File: src/rtl/gcd_job_sequencer_if.sv
// Bundle of the gcd_job_sequencer handshake/bus signals.
//   upstream  : in_valid, in_ready, in_p, in_q
//   engine    : gcd_start, gcd_p, gcd_q, gcd_r, gcd_done
//   downstream: out_valid, out_ready, out_p, out_q, out_r, out_err
//   status    : busy
// master = the sequencer itself, slave = its environment (source, engine, sink).
interface gcd_job_sequencer_if #(
    parameter int unsigned WIDTH = 8
);
    logic             in_valid;
    logic             in_ready;
    logic [WIDTH-1:0] in_p;
    logic [WIDTH-1:0] in_q;

    logic             gcd_start;
    logic [WIDTH-1:0] gcd_p;
    logic [WIDTH-1:0] gcd_q;
    logic [WIDTH-1:0] gcd_r;
    logic             gcd_done;

    logic             out_valid;
    logic             out_ready;
    logic [WIDTH-1:0] out_p;
    logic [WIDTH-1:0] out_q;
    logic [WIDTH-1:0] out_r;
    logic             out_err;

    logic             busy;

    modport master (
        input  in_valid, in_p, in_q, gcd_r, gcd_done, out_ready,
        output in_ready, gcd_start, gcd_p, gcd_q,
               out_valid, out_p, out_q, out_r, out_err, busy
    );

    modport slave (
        output in_valid, in_p, in_q, gcd_r, gcd_done, out_ready,
        input  in_ready, gcd_start, gcd_p, gcd_q,
               out_valid, out_p, out_q, out_r, out_err, busy
    );
endinterface

File: src/rtl/gcd_job_sequencer.sv
// Initiator for a gcd_calc engine: queues operand pairs from a valid/ready
// stream, issues them one at a time over the start/done handshake, and
// returns {p, q, r, err} on a valid/ready output stream. Zero operands are
// resolved locally; a stuck engine is aborted after TIMEOUT cycles.
// Ports:
//   clk  - rising-edge clock
//   rst  - synchronous active-low reset
//   bus  - gcd_job_sequencer_if.master (upstream, engine, downstream, busy)
module gcd_job_sequencer #(
    parameter int unsigned WIDTH   = 8,
    parameter int unsigned DEPTH   = 4,
    parameter int unsigned TIMEOUT = 1023
) (
    input  logic                clk,
    input  logic                rst,
    gcd_job_sequencer_if.master bus
);
    localparam int unsigned AW   = (DEPTH > 1) ? $clog2(DEPTH) : 1;
    localparam int unsigned CNTW = AW + 1;
    localparam int unsigned TW   = (TIMEOUT > 0) ? $clog2(TIMEOUT + 1) : 1;

    typedef enum logic [1:0] {IDLE, ISSUE, RELEASE, PRESENT} state_t;

    // Job FIFO
    logic [2*WIDTH-1:0] mem [DEPTH];
    logic [AW-1:0]      wr_ptr_q, rd_ptr_q;
    logic [CNTW-1:0]    count_q, count_d;
    logic [2*WIDTH-1:0] head;
    logic               push, pop;

    // FSM and registered outputs
    state_t             state_q, state_d;
    logic               op_vld_q, op_vld_d;
    logic [WIDTH-1:0]   op_p_q, op_p_d, op_q_q, op_q_d;
    logic [TW-1:0]      tmo_q, tmo_d, tmo_inc;
    logic               start_q, start_d;
    logic [WIDTH-1:0]   gp_q, gp_d, gq_q, gq_d;
    logic               ov_q, ov_d;
    logic [WIDTH-1:0]   outp_q, outp_d, outq_q, outq_d, outr_q, outr_d;
    logic               err_q, err_d;
    logic               busy_q, busy_d;
    logic               in_ready_q, in_ready_d;

    assign head = mem[rd_ptr_q];
    assign push = bus.in_valid & in_ready_q;

    assign bus.in_ready  = in_ready_q;
    assign bus.gcd_start = start_q;
    assign bus.gcd_p     = gp_q;
    assign bus.gcd_q     = gq_q;
    assign bus.out_valid = ov_q;
    assign bus.out_p     = outp_q;
    assign bus.out_q     = outq_q;
    assign bus.out_r     = outr_q;
    assign bus.out_err   = err_q;
    assign bus.busy      = busy_q;

    // Next-state and next-output logic
    always_comb begin
        state_d = state_q;
        op_vld_d = op_vld_q;
        op_p_d = op_p_q;
        op_q_d = op_q_q;
        tmo_d = tmo_q;
        start_d = start_q;
        gp_d = gp_q;
        gq_d = gq_q;
        ov_d = ov_q;
        outp_d = outp_q;
        outq_d = outq_q;
        outr_d = outr_q;
        err_d = err_q;
        pop = 1'b0;
        // Saturating increment of the engine watchdog
        tmo_inc = (tmo_q == TW'(TIMEOUT)) ? tmo_q : tmo_q + TW'(1);

        case (state_q)
            IDLE: begin
                if (op_vld_q) begin
                    if ((op_p_q != '0) && (op_q_q != '0)) begin
                        // Never raise start while the engine still shows done
                        // (e.g. after a reset that cut a job short).
                        if (!bus.gcd_done) begin
                            start_d  = 1'b1;
                            gp_d     = op_p_q;
                            gq_d     = op_q_q;
                            tmo_d    = '0;
                            op_vld_d = 1'b0;
                            state_d  = ISSUE;
                        end
                    end else begin
                        outp_d   = op_p_q;
                        outq_d   = op_q_q;
                        outr_d   = (op_p_q == '0) ? op_q_q : op_p_q;
                        err_d    = (op_p_q == '0) && (op_q_q == '0);
                        ov_d     = 1'b1;
                        op_vld_d = 1'b0;
                        state_d  = PRESENT;
                    end
                end else if (count_q != '0) begin
                    pop      = 1'b1;
                    op_p_d   = head[2*WIDTH-1:WIDTH];
                    op_q_d   = head[WIDTH-1:0];
                    op_vld_d = 1'b1;
                end
            end
            ISSUE: begin
                tmo_d = tmo_inc;
                if (bus.gcd_done) begin
                    outp_d  = gp_q;
                    outq_d  = gq_q;
                    outr_d  = bus.gcd_r;
                    err_d   = 1'b0;
                    start_d = 1'b0;
                    state_d = RELEASE;
                end else if (tmo_inc == TW'(TIMEOUT)) begin
                    outp_d  = gp_q;
                    outq_d  = gq_q;
                    outr_d  = '0;
                    err_d   = 1'b1;
                    start_d = 1'b0;
                    state_d = RELEASE;
                end
            end
            RELEASE: begin
                if (!bus.gcd_done) begin
                    ov_d    = 1'b1;
                    state_d = PRESENT;
                end
            end
            PRESENT: begin
                if (bus.out_ready) begin
                    ov_d    = 1'b0;
                    state_d = IDLE;
                end
            end
            default: state_d = IDLE;
        endcase

        count_d = count_q;
        if (push && !pop) begin
            count_d = count_q + CNTW'(1);
        end else if (!push && pop) begin
            count_d = count_q - CNTW'(1);
        end
        in_ready_d = (count_d != CNTW'(DEPTH));
        busy_d     = (state_d != IDLE) || op_vld_d || (count_d != '0);
    end

    // State and output registers
    always_ff @(posedge clk) begin
        if (!rst) begin
            state_q    <= IDLE;
            op_vld_q   <= 1'b0;
            op_p_q     <= '0;
            op_q_q     <= '0;
            tmo_q      <= '0;
            start_q    <= 1'b0;
            gp_q       <= '0;
            gq_q       <= '0;
            ov_q       <= 1'b0;
            outp_q     <= '0;
            outq_q     <= '0;
            outr_q     <= '0;
            err_q      <= 1'b0;
            busy_q     <= 1'b0;
            in_ready_q <= 1'b0;
            count_q    <= '0;
            wr_ptr_q   <= '0;
            rd_ptr_q   <= '0;
        end else begin
            state_q    <= state_d;
            op_vld_q   <= op_vld_d;
            op_p_q     <= op_p_d;
            op_q_q     <= op_q_d;
            tmo_q      <= tmo_d;
            start_q    <= start_d;
            gp_q       <= gp_d;
            gq_q       <= gq_d;
            ov_q       <= ov_d;
            outp_q     <= outp_d;
            outq_q     <= outq_d;
            outr_q     <= outr_d;
            err_q      <= err_d;
            busy_q     <= busy_d;
            in_ready_q <= in_ready_d;
            count_q    <= count_d;
            if (push) begin
                wr_ptr_q <= wr_ptr_q + AW'(1);
            end
            if (pop) begin
                rd_ptr_q <= rd_ptr_q + AW'(1);
            end
        end
    end

    // FIFO storage; contents need no reset since the pointers gate them
    always_ff @(posedge clk) begin
        if (rst && push) begin
            mem[wr_ptr_q] <= {bus.in_p, bus.in_q};
        end
    end
endmodule

File: src/flat_wrapper.sv
// flat-port wrapper written by rule: the top's interface ports become plain ports
module gcd_job_sequencer_flat 
#(
    parameter int unsigned WIDTH   = 8,
    parameter int unsigned DEPTH   = 4,
    parameter int unsigned TIMEOUT = 1023
)
  (clk, rst, bus_in_valid, bus_in_p, bus_in_q, bus_gcd_r, bus_gcd_done, bus_out_ready, bus_in_ready, bus_gcd_start, bus_gcd_p, bus_gcd_q, bus_out_valid, bus_out_p, bus_out_q, bus_out_r, bus_out_err, bus_busy);
  gcd_job_sequencer_if #(.WIDTH(WIDTH)) bus_i ();
  input  logic clk;
  input  logic rst;
  input wire logic [$bits(bus_i.in_valid)-1:0] bus_in_valid;
  input wire logic [$bits(bus_i.in_p)-1:0] bus_in_p;
  input wire logic [$bits(bus_i.in_q)-1:0] bus_in_q;
  input wire logic [$bits(bus_i.gcd_r)-1:0] bus_gcd_r;
  input wire logic [$bits(bus_i.gcd_done)-1:0] bus_gcd_done;
  input wire logic [$bits(bus_i.out_ready)-1:0] bus_out_ready;
  output wire logic [$bits(bus_i.in_ready)-1:0] bus_in_ready;
  output wire logic [$bits(bus_i.gcd_start)-1:0] bus_gcd_start;
  output wire logic [$bits(bus_i.gcd_p)-1:0] bus_gcd_p;
  output wire logic [$bits(bus_i.gcd_q)-1:0] bus_gcd_q;
  output wire logic [$bits(bus_i.out_valid)-1:0] bus_out_valid;
  output wire logic [$bits(bus_i.out_p)-1:0] bus_out_p;
  output wire logic [$bits(bus_i.out_q)-1:0] bus_out_q;
  output wire logic [$bits(bus_i.out_r)-1:0] bus_out_r;
  output wire logic [$bits(bus_i.out_err)-1:0] bus_out_err;
  output wire logic [$bits(bus_i.busy)-1:0] bus_busy;
  assign bus_i.in_valid = bus_in_valid;
  assign bus_i.in_p = bus_in_p;
  assign bus_i.in_q = bus_in_q;
  assign bus_i.gcd_r = bus_gcd_r;
  assign bus_i.gcd_done = bus_gcd_done;
  assign bus_i.out_ready = bus_out_ready;
  assign bus_in_ready = bus_i.in_ready;
  assign bus_gcd_start = bus_i.gcd_start;
  assign bus_gcd_p = bus_i.gcd_p;
  assign bus_gcd_q = bus_i.gcd_q;
  assign bus_out_valid = bus_i.out_valid;
  assign bus_out_p = bus_i.out_p;
  assign bus_out_q = bus_i.out_q;
  assign bus_out_r = bus_i.out_r;
  assign bus_out_err = bus_i.out_err;
  assign bus_busy = bus_i.busy;
  gcd_job_sequencer #(.WIDTH(WIDTH), .DEPTH(DEPTH), .TIMEOUT(TIMEOUT)) u_core (.clk(clk), .rst(rst), .bus(bus_i));
endmodule
File: config.mk
export PLATFORM = sky130hd
export DESIGN_NAME = gcd_job_sequencer_flat
export DESIGN_NICKNAME = d
export VERILOG_FILES = /design/src/rtl/gcd_job_sequencer_if.sv /design/src/rtl/gcd_job_sequencer.sv /design/src/flat_wrapper.sv
export SDC_FILE = /design/constraint.sdc
export NUM_CORES = 1
export LEC_CHECK = 0
export ABC_AREA = 0
export CAP_MARGIN = 20
export CORE_MARGIN = 3
export CORE_UTILIZATION = 55
export CTS_CLUSTER_SIZE = 14
export DETAILED_ROUTE_END_ITERATION = 8
export GPL_TIMING_DRIVEN = 0
export PLACE_DENSITY = 0.82
export SYNTH_ARGS = -nofsm -noshare
export SYNTH_HDL_FRONTEND = slang
export SYNTH_SLANG_ARGS = --single-unit
File: constraint.sdc
create_clock -name clk -period 2.6 [get_ports clk]
set_input_delay 0.52 -clock clk [delete_from_list [all_inputs] [get_ports clk]]
set_output_delay 0.52 -clock clk [all_outputs]
set_load 0.05 [all_outputs]
==> summary.md <==
| Metric | Value |
|---|---|
| Clock buffer depth | `2` |
| CTS sink cnt | `145` |
| DP Wirelength | `10.2 mm` |
| I/O Pins | `74` |
| FILL cells | `735` |
| Dominant cells by area after synthesis | `edfxtp_1 31%, dfxtp_1 27%, mux4_2 5.9%` |
| Syn Nets | `578` |
| Register area | `3540 µm²` |
| Initial antenna violation count | `0` |
| Post-CTS setup buffers | `0` |
| Final setup TNS | `0 ps` |
| Combinational share of power | `0.333` |
| Clock power share | `0.289` |
| Commonest non-fill, non-tap cell in the layout | `nand2_1` |
| Internal power | `0.00506 W` |
| Switch share | `0.363` |
| Layout cells sized above 1 | `0.115` |
| Count of pins over their slew limit | `0` |
| Register area share after synthesis | `0.580` |
| Footprint of the multi-input gates | `2350 µm²` |
| Setup violators final | `0` |
| Vias | `4699` |
| Clk slew on worst S/H paths | `60 ps` |
| First-pass GRT wire length | `24.4 mm` |
| DR vias/cell | `6.02` |
| Flop and latch count out of synthesis | `145` |
| H-tree Lvls | `4` |
| Worst Hold Class | `register to register` |
| Worst-margin pin slew | `876 ps` |
| Crit path launch | `u_core.tmo_q[0]` |
| Sequential power share | `0.378` |
| Cts bufs inserted | `17` |
| Critical path class | `register to register` |
| Largest area contributor in the netlist | `edfxtp_1` |
| Total gr overflow | `0` |
| Std cell rows | `37` |
| Crit path launch type | `register` |
| Vias in the first global route | `4762` |
| Die ar. | `12400 µm²` |
| DRC | `0` |
| Crit path max fanout | `10` |
| Power density cells | `1050 nW/µm²` |
| GP Congestion | `0.940` |
| Most frequent cells in the layout | `86 x nand2_1, 81 x dfxtp_1, 72 x clkdlybuf4s50_1` |
| Top_reg_cell synth | `dfxtp_1` |
| FMAX | `0.407 GHz` |
| Number of synthesized flops with an enable pin | `64` |
| Detailed-router iteration count before antenna repair | `5` |
| Port Buf Inserts | `72` |
| ANT cells | `0` |
| DR WL/cell | `19.1 µm` |
| Slew headroom | `0.416` |
| Clock root cell | `clkbuf_8` |
| Status | `finished clean` |
| Final Skew | `6.14 ps` |
| Die Height | `111 µm` |
| Mapped cell area | `6100 µm²` |
| Hold Slack | `471 ps` |
| Gr usage total | `0.249` |
| Post-Route WL | `14.9 mm` |
| Nets@finish | `669` |
| Initial core utilization | `0.578` |
| Post-Syn Instances | `541` |
| Worst Min Path Start | `u_core.bus.out_valid` |
| P_leak | `2.62 nW` |
| Final min period | `2460 ps` |
| Critical path endpoint category | `register` |
| Final Cell Area | `7560 µm²` |
| CP arrival | `2880 ps` |
| Final worst slack | `140 ps` |
| CTS tree | `yes` |
| VDD IR max | `803 µV` |
| Antenna-violating nets left | `0` |
| Post-synth top area share | `0.315` |
| Final hold violation count | `0` |
| Layout Utilization | `0.716` |
| Pre-CTS WS | `-210 ps` |
| Unique masters post-synth | `59` |
| Period Utilization, post-route | `0.946` |
| YS warnings | `0` |
| Worst r2r src | `u_core.tmo_q[0]` |
| Pin count of the biggest net entering global routing | `17` |
| Area growth, synth to finish | `23.8%` |
| Core Area | `10600 µm²` |
| Post-synth ARST share | `0` |
| Overall die width | `111 µm` |
| Worst Path Required | `3020 ps` |
| Sw Pwr | `0.00289 W` |
| Clk_lat worst skew | `530 ps` |
| RSZ-0062 raised after global routing | `false` |
| Syn Area/Cell | `11.3 µm²` |
| Area after DPL | `7000 µm²` |
| Max-cap viol count | `0` |
| Initial DRC Count | `367` |
## synthesized netlist by cell type, types with 2 or more instances
| cell | count |
|---|---|
| xnor2_1 | 4 |
| nor2_1 | 49 |
| a21oi_1 | 46 |
| a211oi_1 | 9 |
| o21ai_0 | 6 |
| o32ai_1 | 8 |
| or3_1 | 2 |
| dfxtp_1 | 81 |
| a21boi_0 | 6 |
| xor2_1 | 2 |
| mux4_2 | 16 |
| nor3_1 | 4 |
| nand3_1 | 10 |
| o211ai_1 | 3 |
| nand2_1 | 86 |
| and4_1 | 2 |
| and2_1 | 9 |
| o21ai_1 | 3 |
| o21bai_1 | 3 |
| clkbuf_1 | 23 |
| ha_1 | 8 |
| edfxtp_1 | 64 |
| nand2b_1 | 2 |
| or4_1 | 4 |
| and3_1 | 6 |
| nand4_1 | 5 |
| nor4_1 | 3 |
| o221a_1 | 20 |
| inv_1 | 5 |
| inv_2 | 3 |
| a22oi_1 | 3 |
| a21boi_1 | 2 |
| buf_2 | 12 |
| a31oi_1 | 6 |
| buf_6 | 2 |
## power by group through the flow
stage                     combinational [W]  sequential, W  clock [W]
final                               0.00265        0.00301    0.00229
after global routing                0.00288        0.00303    0.00244
after CTS                           0.00263        0.00299    0.00233
after detailed placement            0.00260        0.00304          0
after global placement              0.00254        0.00302          0
after floorplan                     0.00156        0.00330          0
## registers in the layout, summed over array words and instances (netlist names)
signal,cells
u_core.bus.out_p,8
u_core.bus.out_r,8
u_core.bus.in_ready,1
u_core.bus.out_valid,1
u_core.tmo_q,10
u_core.op_vld_q,1
u_core.state_q,2
u_core.op_q_q,8
u_core.bus.busy,1
u_core.bus.gcd_start,1
u_core.rd_ptr_q,2
u_core.bus.gcd_p,8
u_core.bus.out_q,8
u_core.mem,64
u_core.wr_ptr_q,2
u_core.bus.gcd_q,8
u_core.op_p_q,8
u_core.bus.out_err,1
u_core.count_q,3
## layout make-up
type | count | area share
clock inverter | 13 | 0.0180
clock buffer | 19 | 0.0558
multi-input combinational | 349 | 0.311
sequential | 145 | 0.469
tap | 136 | 0.0225
buffer | 39 | 0.0248
timing repair buffer | 72 | 0.0953
inverter | 8 | 0.00397
## logic make-up after synthesis
kind of cell | share of synthesized area
buffers and inverters | 0.0357
XOR/XNOR | 0.00861
AO/OA/AOI/OAI | 0.152
multiplexers | 0.0607
adder cells (fa/ha/maj) | 0.0164
flip-flops | 0.580
AND/OR/NAND/NOR | 0.147
## worst paths after layout
path	depth (start not counted)	slack, ps	end
max	10	140	u_core.bus.out_p[4]
min	1	470	u_core.bus.out_valid
max reg2reg	10	140	u_core.bus.out_p[4]
min reg2reg	1	470	u_core.bus.out_valid
## critical path, cell delays in order (launching register included)
cell,delay [ps]
dfxtp_1,400
ha_1,160
buf_2,180
and2_1,270
a41oi_4,170
nor4b_4,310
a31oi_2,190
nand2b_4,170
buf_6,140
buf_8,130
o221a_1,220
## stage by stage
step / std cells / total power (W)
CTS: 781 / 0.00795
global route: 781 / 0.00835
global placement: 749 / 0.00556
detailed placement: 749 / 0.00563
finish: 781 / 0.00795
floorplan: 541 / 0.00486
## metal layers
metal | vias up | track usage | share of wire | routed length [µm]
li1 | 2185 | - | - | -
met1 | 2255 | 0.310 | 0.42 | 6230
met2 | 219 | 0.413 | 0.49 | 7260
met3 | 40 | 0.0734 | 0.075 | 1110
met4 | 0 | 0.0973 | 0.022 | 322
met5 | - | 0 | 0 | 0
## timing repair
item	4_1_cts	5_1_grt
hold buffers	0	0
resized for setup	0	1
endpoints found under the setup margin	0	1
Power figures use the tool's default switching activity.
